==> src/rtl/seq_add_nibble.sv <==
`default_nettype none
// ============================================================================
// Module   : seq_add_nibble
// Brief    : Multi-cycle wide adder; feeds one 4-bit ripple-carry adder a
//            nibble per cycle, LSB first, with valid/ready on both sides.
// Revision : 1.0  initial release
// ============================================================================

module seq_add_nibble_rca4 (
    input  logic [3:0] a,
    input  logic [3:0] b,
    input  logic       c_in,
    output logic [3:0] s,
    output logic       c_out
);
    logic w_c1;
    logic w_c2;
    logic w_c3;

    assign s[0]  = a[0] ^ b[0] ^ c_in;
    assign w_c1  = (a[0] & b[0]) | (a[0] & c_in) | (b[0] & c_in);
    assign s[1]  = a[1] ^ b[1] ^ w_c1;
    assign w_c2  = (a[1] & b[1]) | (a[1] & w_c1) | (b[1] & w_c1);
    assign s[2]  = a[2] ^ b[2] ^ w_c2;
    assign w_c3  = (a[2] & b[2]) | (a[2] & w_c2) | (b[2] & w_c2);
    assign s[3]  = a[3] ^ b[3] ^ w_c3;
    assign c_out = (a[3] & b[3]) | (a[3] & w_c3) | (b[3] & w_c3);
endmodule

module seq_add_nibble #(
    parameter int NIBBLES = 4
) (
    input  logic                 clk,
    input  logic                 rst_n,
    input  logic                 in_valid,
    output logic                 in_ready,
    input  logic [4*NIBBLES-1:0] a,
    input  logic [4*NIBBLES-1:0] b,
    input  logic                 c_in,
    output logic                 out_valid,
    input  logic                 out_ready,
    output logic [4*NIBBLES-1:0] sum,
    output logic                 c_out,
    output logic                 ovf
);
    localparam int W  = 4 * NIBBLES;
    localparam int CW = (NIBBLES > 1) ? $clog2(NIBBLES) : 1;
    localparam logic [CW-1:0] C_LAST = CW'(NIBBLES - 1);

    typedef enum logic [1:0] {
        IDLE = 2'd0,
        ADD  = 2'd1,
        DONE = 2'd2
    } state_t;

    state_t          r_state;
    logic [W-1:0]    r_a;
    logic [W-1:0]    r_b;
    logic            r_carry;
    logic [CW-1:0]   r_cnt;
    logic [W-1:0]    r_sum;
    logic            r_c_out;
    logic            r_ovf;

    logic [3:0]      w_a_nib;
    logic [3:0]      w_b_nib;
    logic [3:0]      w_s;
    logic            w_c;

    assign w_a_nib = r_a[{r_cnt, 2'b00} +: 4];
    assign w_b_nib = r_b[{r_cnt, 2'b00} +: 4];

    seq_add_nibble_rca4 u_rca4 (
        .a     (w_a_nib),
        .b     (w_b_nib),
        .c_in  (r_carry),
        .s     (w_s),
        .c_out (w_c)
    );

    always_ff @(posedge clk or negedge rst_n) begin
        if (!rst_n) begin
            r_state <= IDLE;
            r_a     <= '0;
            r_b     <= '0;
            r_carry <= 1'b0;
            r_cnt   <= '0;
            r_sum   <= '0;
            r_c_out <= 1'b0;
            r_ovf   <= 1'b0;
        end else begin
            case (r_state)
                IDLE: begin
                    if (in_valid) begin
                        r_a     <= a;
                        r_b     <= b;
                        r_carry <= c_in;
                        r_cnt   <= '0;
                        r_state <= ADD;
                    end
                end
                ADD: begin
                    r_sum[{r_cnt, 2'b00} +: 4] <= w_s;
                    r_carry                    <= w_c;
                    // Last nibble: its sum bit 3 is the new result MSB.
                    if (r_cnt == C_LAST) begin
                        r_c_out <= w_c;
                        r_ovf   <= (r_a[W-1] == r_b[W-1]) && (w_s[3] != r_a[W-1]);
                        r_state <= DONE;
                    end else begin
                        r_cnt <= r_cnt + CW'(1);
                    end
                end
                DONE: begin
                    if (out_ready) begin
                        r_state <= IDLE;
                    end
                end
                default: r_state <= IDLE;
            endcase
        end
    end

    assign in_ready  = (r_state == IDLE);
    assign out_valid = (r_state == DONE);
    assign sum       = r_sum;
    assign c_out     = r_c_out;
    assign ovf       = r_ovf;
endmodule

`default_nettype wire

==> config.mk <==
export PLATFORM = sky130hd
export DESIGN_NAME = seq_add_nibble
export DESIGN_NICKNAME = d
export VERILOG_FILES = /design/src/rtl/seq_add_nibble.sv
export SDC_FILE = /design/constraint.sdc
export NUM_CORES = 1
export LEC_CHECK = 0
export ABC_AREA = 0
export CAP_MARGIN = 20
export CORE_UTILIZATION = 50
export DETAILED_ROUTE_END_ITERATION = 6
export PLACE_DENSITY = 0.79
export SYNTH_ARGS = -nofsm -noshare
export SYNTH_HDL_FRONTEND = slang
export SYNTH_SLANG_ARGS = --single-unit
==> constraint.sdc <==
create_clock -name clk -period 3.65 [get_ports clk]
set_input_delay 0.9125 -clock clk [delete_from_list [all_inputs] [get_ports clk]]
set_output_delay 0.9125 -clock clk [all_outputs]
set_load 0.03 [all_outputs]
; Word-level counts from Yosys, hierarchy flattened
; Cells that the tools add are included.
[op_classes]
add_sub_neg = 2
eq_ne = 9
n_shift = 4
n_mux = 10
bitwise_logic = 28
reduce_logical = 8
[op_table]
columns = operator, count
row1 = indexed part select 16 x 5 -> 4 bit, 2
row2 = bitwise mux 16 bit, 1
row3 = variable shift 4 x 6 -> 16 bit (first input constant), 1
row4 = indexed part select 4 x 6 -> 16 bit, 1
row5 = bitwise AND 1 bit, 12
row6 = 2-to-1 mux 2 bit, 5
row7 = OR 1 bit, 8
row8 = XOR 1 bit, 8
row9 = != test 2 bit (second input constant), 3
row10 = negation 4 -> 6 bit, 1
row11 = case mux 2 bit (3 select lines), 1
row12 = AND reduction 2 bit, 3
row13 = AND reduction 3 bit, 2
row14 = == test 2 bit (second input constant), 2
row15 = case mux 2 bit (2 select lines), 1
row16 = adder 2 x 1 -> 2 bit (second input constant), 1
row17 = == test 2 x 1 -> 1 bit (second input constant), 1
row18 = zero test 2 bit, 1
row19 = != test 2 x 1 -> 1 bit (second input constant), 1
row20 = case mux 1 bit (2 select lines), 1
row21 = nonzero test 2 bit, 1
row22 = == test 1 bit, 1
row23 = logical AND 1 bit, 1
row24 = 2-to-1 mux 1 bit, 1
row25 = != test 1 bit, 1
[totals]
regBits = 55
out_inout_bits = 20
word_cells = 69

; Longest topological paths before layout
[logic_depth]
word_depth = 14
ltp_mapped = 11
depth_no_buf = 10

; Cells and area by module
; Synthesis repeated with hierarchy kept, for this count alone.
[hier_totals]
cells_unflattened = 188
area_unflattened_um2 = 2731.4
[by_module_without_submodules]
columns = module, instances, cells_per_inst, area_per_inst_um2, seq_area_each_um2
row1 = seq_add_nibble, 1, 174, 2613.8, 1376.3
row2 = seq_add_nibble_rca4, 1, 14, 117.6, 0.0

; Worst setup path before layout
; Ideal clock, no wire load.
[synth_path]
kind = register to register
start = register r_cnt[0]
end = register r_ovf, in the netlist ovf
arrival_time_ns = 2.985
required_ns = 3.525
setup_slack_ns = 0.541
path_stages_with_launch = 12
cell_sequence = dfrtp_1 -> buf_4 -> mux4_2 -> fa_1 -> inv_1 -> fa_1 -> fa_1 -> inv_1 -> fa_1 -> nand2b_1 -> o22ai_1 -> mux2_2
[synth_between]
elab_chain_len = 13
word_cells_on_any_way = 23
classes_between = eq/ne: 2 / shift: 2 / bitwise: 17 / reduce/logical: 2
[synth_lines]
columns = item, line_no
row1 = "start, declared", 60  ; logic [CW-1:0] r_cnt;
row2 = "start signal, assigned", 111  ; r_cnt <= r_cnt + CW'(1);
row3 = "indexed part select 16 x 5 -> 4 bit, on equally long branches", "70, 71"
row4 = bitwise AND 1 bit, 21  ; assign w_c1 = (a[0] & b[0]) | (a[0] & c_in) | (b[0] & c_in);
row5 = OR 1 bit (2 in a row), 21
row6 = bitwise AND 1 bit, 23  ; assign w_c2 = (a[1] & b[1]) | (a[1] & w_c1) | (b[1] & w_c1);
row7 = OR 1 bit (2 in a row), 23
row8 = bitwise AND 1 bit, 25  ; assign w_c3 = (a[2] & b[2]) | (a[2] & w_c2) | (b[2] & w_c2);
row9 = OR 1 bit (2 in a row), 25
row10 = XOR 1 bit, 26  ; assign s[3] = a[3] ^ b[3] ^ w_c3;
row11 = != test 1 bit, 108  ; r_ovf <= (r_a[W-1] == r_b[W-1]) && (w_s[3] != r_a[W-1]);
row12 = logical AND 1 bit, 108
row13 = "end signal, assigned", 108
row14 = "end, declared", 63  ; logic r_ovf;
; Several ways; a longest one is shown, not always the timed one.
; A chain may end at the register's enable or synchronous reset.

; Final worst setup path
; Same ends and word-level chain as after synthesis.

==> key figures <==
Global route
  – Global-route wire length before repair: 8.16 mm
  – Initial antenna violation count: 0
  – Congestion Overflow GR: 0
  – Largest net degree at the start of global routing: 34
  – Total track usage: 0.204
  – Number of global-route vias before repair: 1645

Clock tree
  – Clock Latency Late Sink: 0.31 ns
  – Clock slew at reported path FFs: 0.10 ns
  – Root buf cell: clkbuf_8
  – CTS resizes: 0
  – CTS Buf Count: 5
  – Max Root-Sink Buffers: 2
  – Clock Sinks: 55
  – Post-CTS Setup Bufs: 0
  – H-tree levels: 2
  – CTS tree: done
  – # hold bufs at CTS: 0

Setup path
  – Crit path cell chain: buf_4 > mux4_2 > inv_1 > fa_1 > fa_1 > inv_1 > fa_1 > nand2b_1 > o22ai_1 > mux2_2
  – Buf/Inv on CP: 3
  – Slowest stage delay, CP: 0.51 ns
  – Critical path depth in cells: 10
  – R2R Path End: ovf
  – Crit path DAT: 3.25 ns
  – Crit Path Max Fanout: 13
  – Worst R2R Path Depth: 10
  – CP delay by family, top: adder cells
  – Critical path class: flip-flop to flip-flop
  – R2r startpoint: r_cnt[0]
  – Crit end category: flip-flop
  – Crit start category: flip-flop
  – Worst EP required: 3.85 ns
  – CP max stage cell: fa_1
  – R2R Setup Slk: 0.60 ns
  – CP dominant cell by count: fa_1

Synth
  – Post-synthesis mux area share: 0.223
  – Synth Register Bits: 55
  – Simple-gate portion of the synthesized area: 0.0748
  – Post-synth EDFFs: 0
  – Cell Area, Synth: roughly 2600 um^2
  – Most used DFF post-synth: dfrtp_1
  – Sequential-to-total area share from yosys stat: 0.534
  – Area leader, netlist: dfrtp_1
  – Most common library cells after synthesis: dfrtp_1, mux2_2, a22o_1, inv_1, mux4_2
  – Post-Synth Adder-Cell Area: 0.0603
  – Largest family of logic cells by synthesized area: multiplexers
  – Syn_nets: 223
  – Most common cell in the synthesized netlist: dfrtp_1
  – Ranking of synthesized cells by area: dfrtp_1, mux2_2, mux4_2
  – Top cell type's share of synthesized area: 0.534
  – Synthesized instance count: 176
  – Synth Area in Compound Gates: 0.0666
  – Post-synth ARST share: 1.00
  – Avg Inst Size Synth: 14.6 um^2
  – Yosys warnings: 0
  – Cell variety after synth: 31
  – Post-synthesis xor/xnor area fraction: 0

STA
  – RSZ-0062 raised after global routing: false
  – Period utilization: 0.836
  – Final hold vios: 0
  – Clock skew: 0.00698 ns
  – Setup violators final: 0
  – Max-slew violations: 0
  – Max-slew headroom at the worst pin: 0.525
  – Fmax achieved: 0.328 GHz
  – Slew @ Worst Pin: 0.712 ns
  – Post-layout min period: between 3 and 4 ns
  – Post-Route Setup TNS: 0 ns

Detailed routing
  – Via count: ~1600
  – Router iterations before antenna repair: 4
  – Wirelength per Cell: 15.7 um
  – Vias per cell: around 5.3
  – ANT nets after route: 0
  – Residual DRC: 0
  – Final Routed Wirelength: 4.75 mm
  – Iteration-0 DRC Markers: 78

Cells and area
  – Antenna cells: 0
  – Share of post-route cells with drive strength above 1: 0.255
  – Final non-filler cell total: 302
  – # nets final: 282
  – Synth-to-layout area growth: 27.5%

Hold path
  – WHS Endpoint: r_a[1]
  – Worst Hold Class: flip-flop to flip-flop
  – Hold Crit Start: r_a[1]
  – Hold-critical path depth: 1

Floorplan
  – Row count: 25
  – Die area: 5440 um^2
  – Core ar.: around 4800 um^2
  – Effective utilization at floorplan: 0.531
  – Die height: 73.8 um
  – Chip width: 73.8 um
  – # IOs: 57

Placed design
  – Detailed placement HPWL: 3.56 mm
  – Buffers on Ports: 56
  – Placed Cells incl. Taps: around 300
  – GPL Wtd Cong: 0.754

Power and ir drop
  – Lkg Pwr: 0.00138 uW
  – Pwr dens: 976 nW/um^2
  – Power Total: 3200 uW
  – Worst vdd ir: approximately 420 uV

Flow run
  – Total of max-cap violations: 0

Run status
  – Outcome: completed
-- sequential cells by signal, summed over array words and instances (netlist names) --
name / count
ovf: 1
c_out: 1
r_b: 16
r_carry: 1
r_cnt: 2
sum: 16
r_state: 2
r_a: 16
-- power breakdown --
group | internal (uW) | total [uW] | switching, uW
clock | 201 | 393 | 192
combinational | 825 | 1690 | 866
sequential | 894 | 1120 | 225
total | 1920 | 3200 | 1280
-- cells by family (layout without fill, tap and decap cells) --
logic type      after synthesis  in the layout
buf+inv                      19             78
simple gates                 27             27
fa+ha+maj                    10             10
mux                          43             43
flops                        55             55
compound gates               22             22
-- through the flow --
stage,hold WS [ns],utilization,instance area (um^2),setup slack [ns]
2_1_floorplan,0.453,-,2570,0.541
5_1_grt,0.526,0.677,3280,0.397
6_report,0.499,0.677,3280,0.599
3_3_place_gp,0.475,0.655,3180,0.644
4_1_cts,0.497,0.677,3280,0.573
3_5_place_dp,0.476,0.655,3180,0.591
-- metal layers --
metal / vias up / track usage / wire length, um
met3: 10 / 0.0357 / 168
met5: - / 0 / 0
met4: 0 / 0.0919 / 102
li1: 750 / - / -
met2: 54 / 0.329 / 2300
met1: 789 / 0.269 / 2180
-- how the worst max path moves through the flow --
| stage | start | to | slack [ns] |
|---|---|---|---|
| 2_1_floorplan | r_cnt[0] | ovf | 0.54 |
| 6_report | r_cnt[0] | ovf | 0.60 |
| 3_5_place_dp | r_cnt[0] | ovf | 0.59 |
| 5_1_grt | r_cnt[0] | ovf | 0.40 |
| 4_1_cts | r_cnt[0] | ovf | 0.57 |
| 3_3_place_gp | r_cnt[0] | ovf | 0.64 |
-- cells in the final DEF (no fill, tap or decap), types with 3 or more instances in the layout --
cell,synthesis,final
dfrtp_1,55,55
clkdlybuf4s50_1,0,55
mux2_2,33,33
inv_1,12,12
a22o_1,12,12
mux4_2,8,8
nand2_1,7,7
ha_1,6,6
clkbuf_8,0,5
nor2_1,4,4
fa_1,4,4
o21ai_0,3,3
nand3b_2,3,3
o31ai_1,3,3
buf_4,3,3
-- final cells by class --
type | count | area, um^2
Fill cell | 365 | 1570
Sequential cell | 55 | 1380
Multi-Input combinational cell | 102 | 1090
Timing Repair Buffer | 59 | 578
Tap cell | 67 | 83.8
Clock buffer | 5 | 68.8
Inverter | 12 | 45.0
Clock inverter | 2 | 37.5
Note: power is estimated with default switching activity, not from simulation.
